File: config.mk
export PLATFORM = sky130hd
export DESIGN_NAME = uart_tx_mmio
export DESIGN_NICKNAME = d
export VERILOG_FILES = /design/src/rtl/uart_tx_mmio.sv
export SDC_FILE = /design/constraint.sdc
export NUM_CORES = 1
export LEC_CHECK = 0
export ABC_AREA = 0
export CORE_MARGIN = 1
export CORE_UTILIZATION = 48
export DETAILED_ROUTE_END_ITERATION = 8
export GPL_TIMING_DRIVEN = 0
export PLACE_DENSITY = 0.77
export SKIP_LAST_GASP = 1
export SLEW_MARGIN = 20
export SYNTH_ARGS = -nofsm -noshare
export SYNTH_HDL_FRONTEND = slang
export SYNTH_SLANG_ARGS = --single-unit
File: constraint.sdc
create_clock -name clk -period 2.9 [get_ports clk]
set_input_delay 0.29 -clock clk [delete_from_list [all_inputs] [get_ports clk]]
set_output_delay 0.29 -clock clk [all_outputs]
set_load 0.02 [all_outputs]
File: src/rtl/uart_tx_mmio.sv
// ---------------------------------------------------------------------------
// uart_tx_mmio
//
// Memory-mapped UART transmitter for the core's data bus. Stores to TXDATA
// push bytes into a TX FIFO; a baud counter plus a start/data/stop serializer
// shifts them out on `tx`, LSB first, 8N1.
//
// Register window (16 bytes at BASE_ADDR, offset = address[3:2]):
//   0x0 TXDATA  : write pushes dataOut[7:0]; reads 0
//   0x4 STATUS  : [0] busy, [1] full, [2] empty, [3] overflow (W1C),
//                 [11:8] FIFO count
//   0x8 BAUDDIV : [15:0] read/write, bit period = DIV+1 clocks
//   0xC reserved: reads 0, writes ignored
//
// Ports:
//   clk          - single clock, rising edge
//   reset        - asynchronous, active-low
//   address      - core bus address
//   dataOut      - core write data
//   writeEnable  - core write strobe (one cycle per store)
//   readData     - combinational register read data, 0 when not selected
//   selected     - address falls inside this block's window
//   tx           - registered serial output, idles high
// ---------------------------------------------------------------------------
module uart_tx_mmio #(
    parameter logic [31:0] BASE_ADDR   = 32'h8000_0000,
    parameter int unsigned FIFO_DEPTH  = 8,
    parameter logic [15:0] DEFAULT_DIV = 16'd433
) (
    input  logic        clk,
    input  logic        reset,
    input  logic [31:0] address,
    input  logic [31:0] dataOut,
    input  logic        writeEnable,
    output logic [31:0] readData,
    output logic        selected,
    output logic        tx
);

    localparam int unsigned AW = (FIFO_DEPTH > 1) ? $clog2(FIFO_DEPTH) : 1;
    localparam int unsigned CW = AW + 1;

    typedef enum logic [1:0] {
        IDLE,
        START,
        DATA,
        STOP
    } state_t;

    // ------------------------------------------------------------------
    // Bus decode
    // ------------------------------------------------------------------
    logic [1:0] offset;
    logic       wr_strobe;
    logic       push_req;
    logic       ovf_clr;
    logic       div_wr;

    assign selected  = (address[31:4] == BASE_ADDR[31:4]);
    assign offset    = address[3:2];
    assign wr_strobe = writeEnable & selected;
    assign push_req  = wr_strobe && (offset == 2'd0);
    assign ovf_clr   = wr_strobe && (offset == 2'd1) && dataOut[3];
    assign div_wr    = wr_strobe && (offset == 2'd2);

    // Bits of the bus that this block never looks at.
    logic unused_bits;
    assign unused_bits = &{1'b0, address[1:0], dataOut[31:16]};

    // ------------------------------------------------------------------
    // TX FIFO
    // ------------------------------------------------------------------
    logic [7:0]    mem [FIFO_DEPTH];
    logic [AW-1:0] wr_ptr;
    logic [AW-1:0] rd_ptr;
    logic [CW-1:0] count;
    logic          fifo_empty;
    logic          fifo_full;
    logic          push;
    logic          pop;
    logic          overflow_set;

    assign fifo_empty = (count == '0);
    assign fifo_full  = (count == CW'(FIFO_DEPTH));

    // A pop in the same cycle frees a slot, so a push into a full FIFO is
    // only refused when the serializer is not draining it this cycle.
    assign push         = push_req && (!fifo_full || pop);
    assign overflow_set = push_req && fifo_full && !pop;

    always_ff @(posedge clk or negedge reset) begin
        if (!reset) begin
            wr_ptr <= '0;
            rd_ptr <= '0;
            count  <= '0;
        end else begin
            if (push) begin
                wr_ptr <= wr_ptr + AW'(1);
            end
            if (pop) begin
                rd_ptr <= rd_ptr + AW'(1);
            end
            case ({push, pop})
                2'b10:   count <= count + CW'(1);
                2'b01:   count <= count - CW'(1);
                default: count <= count;
            endcase
        end
    end

    always_ff @(posedge clk) begin
        if (push) begin
            mem[wr_ptr] <= dataOut[7:0];
        end
    end

    // ------------------------------------------------------------------
    // Control registers
    // ------------------------------------------------------------------
    logic        overflow;
    logic [15:0] baud_div;

    always_ff @(posedge clk or negedge reset) begin
        if (!reset) begin
            overflow <= 1'b0;
            baud_div <= DEFAULT_DIV;
        end else begin
            if (overflow_set) begin
                overflow <= 1'b1;
            end else if (ovf_clr) begin
                overflow <= 1'b0;
            end
            if (div_wr) begin
                baud_div <= dataOut[15:0];
            end
        end
    end

    // ------------------------------------------------------------------
    // Serializer FSM
    // ------------------------------------------------------------------
    state_t      state;
    state_t      state_n;
    logic [15:0] baud_cnt;
    logic [15:0] baud_cnt_n;
    logic [7:0]  shift;
    logic [7:0]  shift_n;
    logic [2:0]  bit_idx;
    logic [2:0]  bit_idx_n;
    logic        tx_n;
    logic        bit_end;

    assign bit_end = (baud_cnt == '0);

    always_ff @(posedge clk or negedge reset) begin
        if (!reset) begin
            state    <= IDLE;
            baud_cnt <= '0;
            shift    <= '0;
            bit_idx  <= '0;
            tx       <= 1'b1;
        end else begin
            state    <= state_n;
            baud_cnt <= baud_cnt_n;
            shift    <= shift_n;
            bit_idx  <= bit_idx_n;
            tx       <= tx_n;
        end
    end

    // The counter reloads from baud_div only at a bit boundary, so a
    // BAUDDIV write never shortens or stretches the bit in flight.
    // `tx` is registered from the next-state values so the line changes on
    // the same edge as the state it belongs to.
    always_comb begin
        state_n    = state;
        baud_cnt_n = baud_cnt;
        shift_n    = shift;
        bit_idx_n  = bit_idx;
        pop        = 1'b0;

        case (state)
            IDLE: begin
                if (!fifo_empty) begin
                    pop        = 1'b1;
                    shift_n    = mem[rd_ptr];
                    baud_cnt_n = baud_div;
                    state_n    = START;
                end
            end

            START: begin
                if (bit_end) begin
                    state_n    = DATA;
                    bit_idx_n  = '0;
                    baud_cnt_n = baud_div;
                end else begin
                    baud_cnt_n = baud_cnt - 16'd1;
                end
            end

            DATA: begin
                if (bit_end) begin
                    baud_cnt_n = baud_div;
                    shift_n    = {1'b0, shift[7:1]};
                    if (bit_idx == 3'd7) begin
                        state_n = STOP;
                    end else begin
                        bit_idx_n = bit_idx + 3'd1;
                    end
                end else begin
                    baud_cnt_n = baud_cnt - 16'd1;
                end
            end

            STOP: begin
                if (bit_end) begin
                    if (!fifo_empty) begin
                        pop        = 1'b1;
                        shift_n    = mem[rd_ptr];
                        baud_cnt_n = baud_div;
                        state_n    = START;
                    end else begin
                        state_n = IDLE;
                    end
                end else begin
                    baud_cnt_n = baud_cnt - 16'd1;
                end
            end

            default: begin
                state_n = IDLE;
            end
        endcase

        case (state_n)
            START:   tx_n = 1'b0;
            DATA:    tx_n = shift_n[0];
            default: tx_n = 1'b1;
        endcase
    end

    // ------------------------------------------------------------------
    // Read mux (side-effect free)
    // ------------------------------------------------------------------
    logic        busy;
    logic [31:0] status_word;

    assign busy = (state != IDLE) || !fifo_empty;

    always_comb begin
        status_word       = '0;
        status_word[0]    = busy;
        status_word[1]    = fifo_full;
        status_word[2]    = fifo_empty;
        status_word[3]    = overflow;
        status_word[11:8] = 4'(count);
    end

    always_comb begin
        readData = '0;
        if (selected) begin
            case (offset)
                2'd1:    readData = status_word;
                2'd2:    readData = {16'h0000, baud_div};
                default: readData = '0;
            endcase
        end
    end

endmodule

Yosys cells after proc, flatten, opt, wreduce, memory -nomap -nowiden

Memories as Yosys holds them, arrays and structs flattened.
Index checks and enable logic that the tools add are counted.

Input bits: 67
Logic and storage cells: 89
Bits in writable memories: 64
Register bits: 57
Memories: 1

Multiplexer cells: 30
Eq/ne operators: 16
Bitwise logic cells: 1
Reductions and logical operators: 24
$add $sub $neg: 6

Memory list:

| name | depth | width | read ports | clocked after memory_dff | write ports | line | RTL |
|---|---|---|---|---|---|---|---|
| mem  | 8     | 8     | 1          | 0                        | 1           | 73   | `logic [7:0] mem [FIFO_DEPTH];` |

Operators with widths:

| kind                                                                  | number |
|---|---|
| 16-bit 2-to-1 mux                                                     | 4 |
| 16-bit case mux with 3 select lines                                   | 1 |
| 16-bit case mux with 2 select lines                                   | 1 |
| 28-bit == test (second input constant)                                | 1 |
| 8-bit 2-to-1 mux                                                      | 3 |
| 8-bit case mux with 3 select lines                                    | 1 |
| 16-bit logical NOT                                                    | 1 |
| 16-bit by 1-bit subtractor with 16-bit output (second input constant) | 1 |
| 2-bit == test (second input constant)                                 | 5 |
| 2-bit 2-to-1 mux                                                      | 5 |
| 3-bit by 1-bit adder with 3-bit output (second input constant)        | 3 |
| 3-bit 2-to-1 mux                                                      | 3 |
| 2-bit by 1-bit == test with 1-bit output (second input constant)      | 4 |
| 2-bit inequality test (second input constant)                         | 4 |
| 2-bit case mux with 4 select lines                                    | 1 |
| 4-bit case mux with 2 select lines                                    | 1 |
| 2-bit nonzero test                                                    | 4 |
| 1-bit logical AND                                                     | 7 |
| 1-bit 2-to-1 mux                                                      | 7 |
| 3-bit case mux with 2 select lines                                    | 1 |
| 4-bit by 1-bit adder with 4-bit output (second input constant)        | 1 |
| 4-bit == test (second input constant)                                 | 1 |
| 2-bit logical NOT                                                     | 2 |
| 4-bit logical NOT                                                     | 1 |
| 10 further kinds                                                      | 14 |

Logic depth before layout (Yosys ltp)

Word-level depth: 8
Gate-level depth with buffers: 11
Depth with buffers taken out: 11

Worst setup path before layout

No wires, ideal clock.

Path type: register to register
From: register baud_cnt[0]
To: memory mem[0][0], enable pin
Setup time: 0.383 ns
Path buffers: 0
Clock period less this slack: 2.800 ns
Setup slack: 0.100 ns
Arrival time: 2.417 ns
Stages on the path, launching flop included: 9
Cell sequence: dfrtp_1 inv_1 ha_1 nor4b_1 a41oi_1 nor2_1 o21ba_2 nand2b_1 nor3_1

Longest elaborated chain between the ends: 7

Ends and longest elaborated chain:

| what                                   | line | RTL |
|---|---|---|
| start: declaration                     | 144  | `logic [15:0] baud_cnt;` |
| start signal: assignment               | 164  | `baud_cnt <= baud_cnt_n;` |
| 16-bit logical NOT                     | 153  | `assign bit_end = (baud_cnt == '0);` |
| 1-bit 2-to-1 mux                       | 217  | `if (bit_end) begin` |
| 1-bit case mux with 2 select lines     | 182  | `case (state)` |
| 1-bit logical OR                       | 88   | `assign push = push_req && (!fifo_full \|\| pop);` |
| 1-bit logical AND                      | 88   |  |
| 1-bit 2-to-1 mux                       | 112  | `if (push) begin` |
| 1-bit 2-to-1 mux (not written as such) | 113  | `mem[wr_ptr] <= dataOut[7:0];` |
| end: declaration                       | 73   |  |

No other way between the ends.

Final worst setup path

From: register count[1]
To: output readData[0]

Longest elaborated chain between the ends: 5

Ends and longest elaborated chain:

| what                                | line | RTL |
|---|---|---|
| start: declaration                  | 76   | `logic [CW-1:0] count;` |
| start signal: assignment            | 104  | `2'b10: count <= count + CW'(1);` |
| start signal: assignment            | 105  | `2'b01: count <= count - CW'(1);` |
| start signal: assignment            | 106  | `default: count <= count;` |
| 4-bit logical NOT                   | 83   | `assign fifo_empty = (count == '0);` |
| 1-bit logical NOT                   | 249  | `assign busy = (state != IDLE) \|\| !fifo_empty;` |
| 1-bit logical OR                    | 249  |  |
| 16-bit case mux with 2 select lines | 263  | `case (offset)` |
| 16-bit 2-to-1 mux                   | 262  | `if (selected) begin` |
| end: declaration                    | 35   | `output logic [31:0] readData,` |

No other way between the ends.

==> metrics list <==
- Kind of critical path: reg2out
- After detailed placement, the design holds a cell count of between 700 and 800.
- Number of cells in the finished layout apart from fillers: approximately 790
- The number of cells on the worst reg-to-reg path is 9.
* Highest cell delay on the worst timing path: about 0.54 ns
- TritonCTS buffer count: 17
- Final worst clock skew: about 0.0050 ns
* TritonCTS clock tree: built
* Reg2reg setup slack: 0.21 ns
- Walking the worst path, the cells encountered are clkbuf_1, nor4_4, buf_6, nand2_1, a22oi_1, nor2_1, clkdlybuf4s50_1.
- Endpoint of the worst-slack reg-to-reg timing path: mem[0][0]$_DFFE_PP_
- In the finished design, the share of the clock period the worst path needs comes to 0.9741.
- DR WL/cell: roughly 19 um
* Top flip-flop cell by instance count after synthesis: edfxtp_1
* Number of placement rows: 40
- Pin count of the biggest net entering global routing: 44
- For this configuration, the core starts out at a cell density of 0.5002.
- After detailed routing, the met3 layer carries 1007 um of wire.
* Power per cell area: around 530 nW/um2
- Top cells by count, synth: 64 x edfxtp_1, 51 x dfrtp_1, 38 x nor2_1
* Number of global-route vias before repair: 4575
* Num Clock Sinks: 121
* Count of inserted antenna diode cells: 0
- Initial antenna violation count: 0
- Length of routed met2 wiring: between 7000 and 8000 um
- The cell count after synthesis came out at ~500.
- Cell Int Power: 3.356 mW
- The routed design has approximately 15000 um of wire.
* Proportion of synthesized chip area in sequential cells: 0.5494
- Number of endpoints failing setup at the final stage: 0
* Synth Register Bits: around 120
- Syn Std Cell Area: 6108 um2
* Worst hold margin: 0.2762 ns
- Post-Synth Adder-Cell Area: 0.03073
- Number of endpoints with negative hold slack in the final report: 0
- Per-cell via count in the routed design: just under 6
* Final HPWL DP: 9985 um
* Cell family contributing the most delay on the critical path: buffers and inverters
- Worst-path clk slew: 0.05 ns
- Kind of end point of the critical path: output pin
- For the worst-skew pair, the clock arrives at the later sink with an insertion delay of about 0.42 ns.
* Proportion of layout cells with a drive suffix above 1: 0.2100
- Power share of the clock group: 0.530
* Highest-delay cell along the critical path: clkdlybuf4s50_1
- Routed length on met1: just over 6000 um
* Total count of max-transition violations in the final report: 0
* Relative slew slack: 0.4945
- The min-delay analysis places its worst path in the category in2async.
- Cell accounting for the most synthesized area: edfxtp_1
- The run finished with clean final reports.
- Switching power share of the total: 0.1975
- STA puts the critical path data arrival time at between 2 and 3 ns.
* Sequential fraction of design power: 0.434
* Worst Tran Pin Value: roughly 0.76 ns
* Share of cell area taken by muxes after synthesis: 0.1247
* Power spent charging and discharging nets: about 830 uW
* Routability Congestion: ~0.86
- In this run the critical register-to-register path is launched from baud_cnt[0]$_DFF_PN0_.
* XOR/XNOR Fraction of Synth Area: 0.02581
- Overall Global Routing Usage: 0.2431
- Combinational group share of total power: 0.036
- Width of the die: 114.8 um
* Number of warnings issued by yosys: 0
- No sink is reached through more buffers than the 2 on the longest clock path.
* Required arrival time at the worst endpoint: about 2.6 ns
* Highest fanout seen on the critical path: 9
* Depth of the CTS H-tree: 4
- Kind of launch point of the worst setup path: flip-flop
- By area the synthesized netlist is led by edfxtp_1 31%, dfrtp_1 21%, mux4_2 5.9%.
- Combinational family with the most area after synthesis: multiplexers
- Max Used Layer: met4
* Fraction of the mapped netlist area in simple logic gates: 0.1116
* Core Area: roughly 12000 um2
* Full die area: approximately 13000 um2
* RSZ-0062 raised after global routing: false
* Proportion of register bits with asynchronous set or reset after synthesis: 0.4711
- Counting I/O delays and the setup requirement, the final critical path takes ~2.8 ns.
* Reported max-cap violation count: 0
- The worst-case IR drop observed on VDD is about 340 uV.
- Number of I/O pins: approximately 100
- Leakage power of the design: 3.050 nW
- Clock tree synthesis selected as its root buffer the cell clkbuf_16.
- Number of flops mapped to enable cells by yosys: 64
- Compound-cell area share of the yosys netlist: 0.1120
- Synthesis-to-layout area growth: 29.86%
- The detail route stage leaves a number of antenna-violating nets equal to 0.
- Crit path buffers/inverters: 3
* DIE HEIGHT: around 110 um
* Area share of the largest cell type after synthesis: 0.3146
- Averaged over all synthesized cells, the footprint is about 12 um2.
* Buffers added on ports: 66
* Global-route wire length before repair: 23680 um
* Starting DRT DRC Count: about 370
- Leading cell type by number of instances after synthesis: edfxtp_1
- Count of unresolved DRC violations after routing: 0
- Number of iterations in the first detailed-routing pass: 5
- Final net count: between 600 and 700
- Derived from the worst setup path, the maximum achievable clock frequency is between 300 and 400 MHz.
* Global route overflow: 0
- The final route contains roughly 4500 vias.
- Post-synthesis cell type count: 56
-- power by group through the flow --
stage	Sequential, mW	Combinational [mW]	Clock (mW)
floorplan	1.85	0.0444	0
global placement	1.85	0.141	0
detailed placement	1.85	0.149	0
CTS	1.81	0.150	2.23
global route	1.81	0.165	2.31
finish	1.81	0.152	2.22
-- logic make-up (layout without fill, tap and decap cells) --
logic type,count (synthesis),count (layout)
other,1,16
AO/OA/AOI/OAI,104,104
XOR/XNOR,18,18
AND/OR/NAND/NOR,131,131
multiplexers,54,54
flip-flops,121,121
adder cells (fa/ha/maj),15,15
buffers and inverters,54,160
-- worst register-to-register path, cell delays in order (launching register included) --
cell and delay (ns):
dfrtp_1 0.42, inv_1 0.16, ha_1 0.19, nor4b_4 0.31, a41oi_4 0.27, nor2_4 0.24
o21ba_2 0.23, nand2b_2 0.18, nor3_4 0.25, buf_12 0.16
-- timing repair --
action / in CTS / in global routing
endpoints found under the hold margin: 14 / 0
setup endpoints to repair: 76 / 83
gates resized for setup: 23 / 12
hold buffers: 1 / 0
gates cloned: 0 / 0
pin swaps: 3 / 2
setup buffers: 4 / 3
-- layer usage --
layer / up-vias / track usage
met4: 0 / 0.08312
met3: 25 / 0.06484
met1: 2249 / 0.3098
met2: 191 / 0.4044
met5: - / 0
li1: 2079 / -
-- final cells by class --
type	count	area, um2
clock buffer	21	450.4
fill	920	4279
clock inverter	11	170.2
sequential	121	3356
timing repair buffer	75	760.7
inverter	10	37.54
multi-input combinational	338	2706
buffer	43	241.5
tap	168	210.2
-- state kept, by name (all words and copies together) (netlist names) --
register	count
count	4
wr_ptr	3
baud_div	16
baud_cnt	16
bit_idx	3
overflow	1
mem	64
rd_ptr	3
shift	8
tx	1
state	2
-- placed cells by master, fill, tap and decap left out, types with 8 or more instances in the layout --
cell and n:
clkdlybuf4s50_1 65, edfxtp_1 64, dfrtp_1 51, nor2_1 30
nand2_1 30, a22oi_1 26, buf_4 24, a21oi_1 22
mux2i_1 21, clkbuf_1 19, o21ai_0 18, mux2_2 17
clkbuf_16 17, mux4_2 16, conb_1 16, ha_1 15
o22ai_1 14, inv_1 10, and3_1 10, xnor2_1 9
xor2_1 9, nor3_1 8, nor2_4 8
-- how the worst max path moves through the flow --
stage,from,to,slack [ns],cells after the start
global placement,address[13],mem[0][4]$_DFFE_PP_,-0.90,8
finish,count[1]$_DFFE_PN0P_,readData[0],0.08,7
detailed placement,address[6],mem[4][4]$_DFFE_PP_,-0.55,8
floorplan,baud_cnt[0]$_DFF_PN0_,mem[0][0]$_DFFE_PP_,0.1,8
CTS,count[0]$_DFFE_PN0P_,readData[0],-0.03,7
global route,address[6],readData[7],0.007,7
-- per-stage QoR --
stage	util	power, mW	setup WS (ns)	TNS (ns)	area [um2]
finish	0.6496	4.182	0.07503	0	7933
global route	0.6496	4.287	0.007190	0	7933
floorplan	-	1.892	0.09990	0	6165
global placement	0.5761	1.988	-0.9022	-51.04	7036
detailed placement	0.5790	1.995	-0.5523	-34.06	7071
CTS	0.6423	4.191	-0.02662	-0.02662	7844
Note: power is estimated with default switching activity, not from simulation.
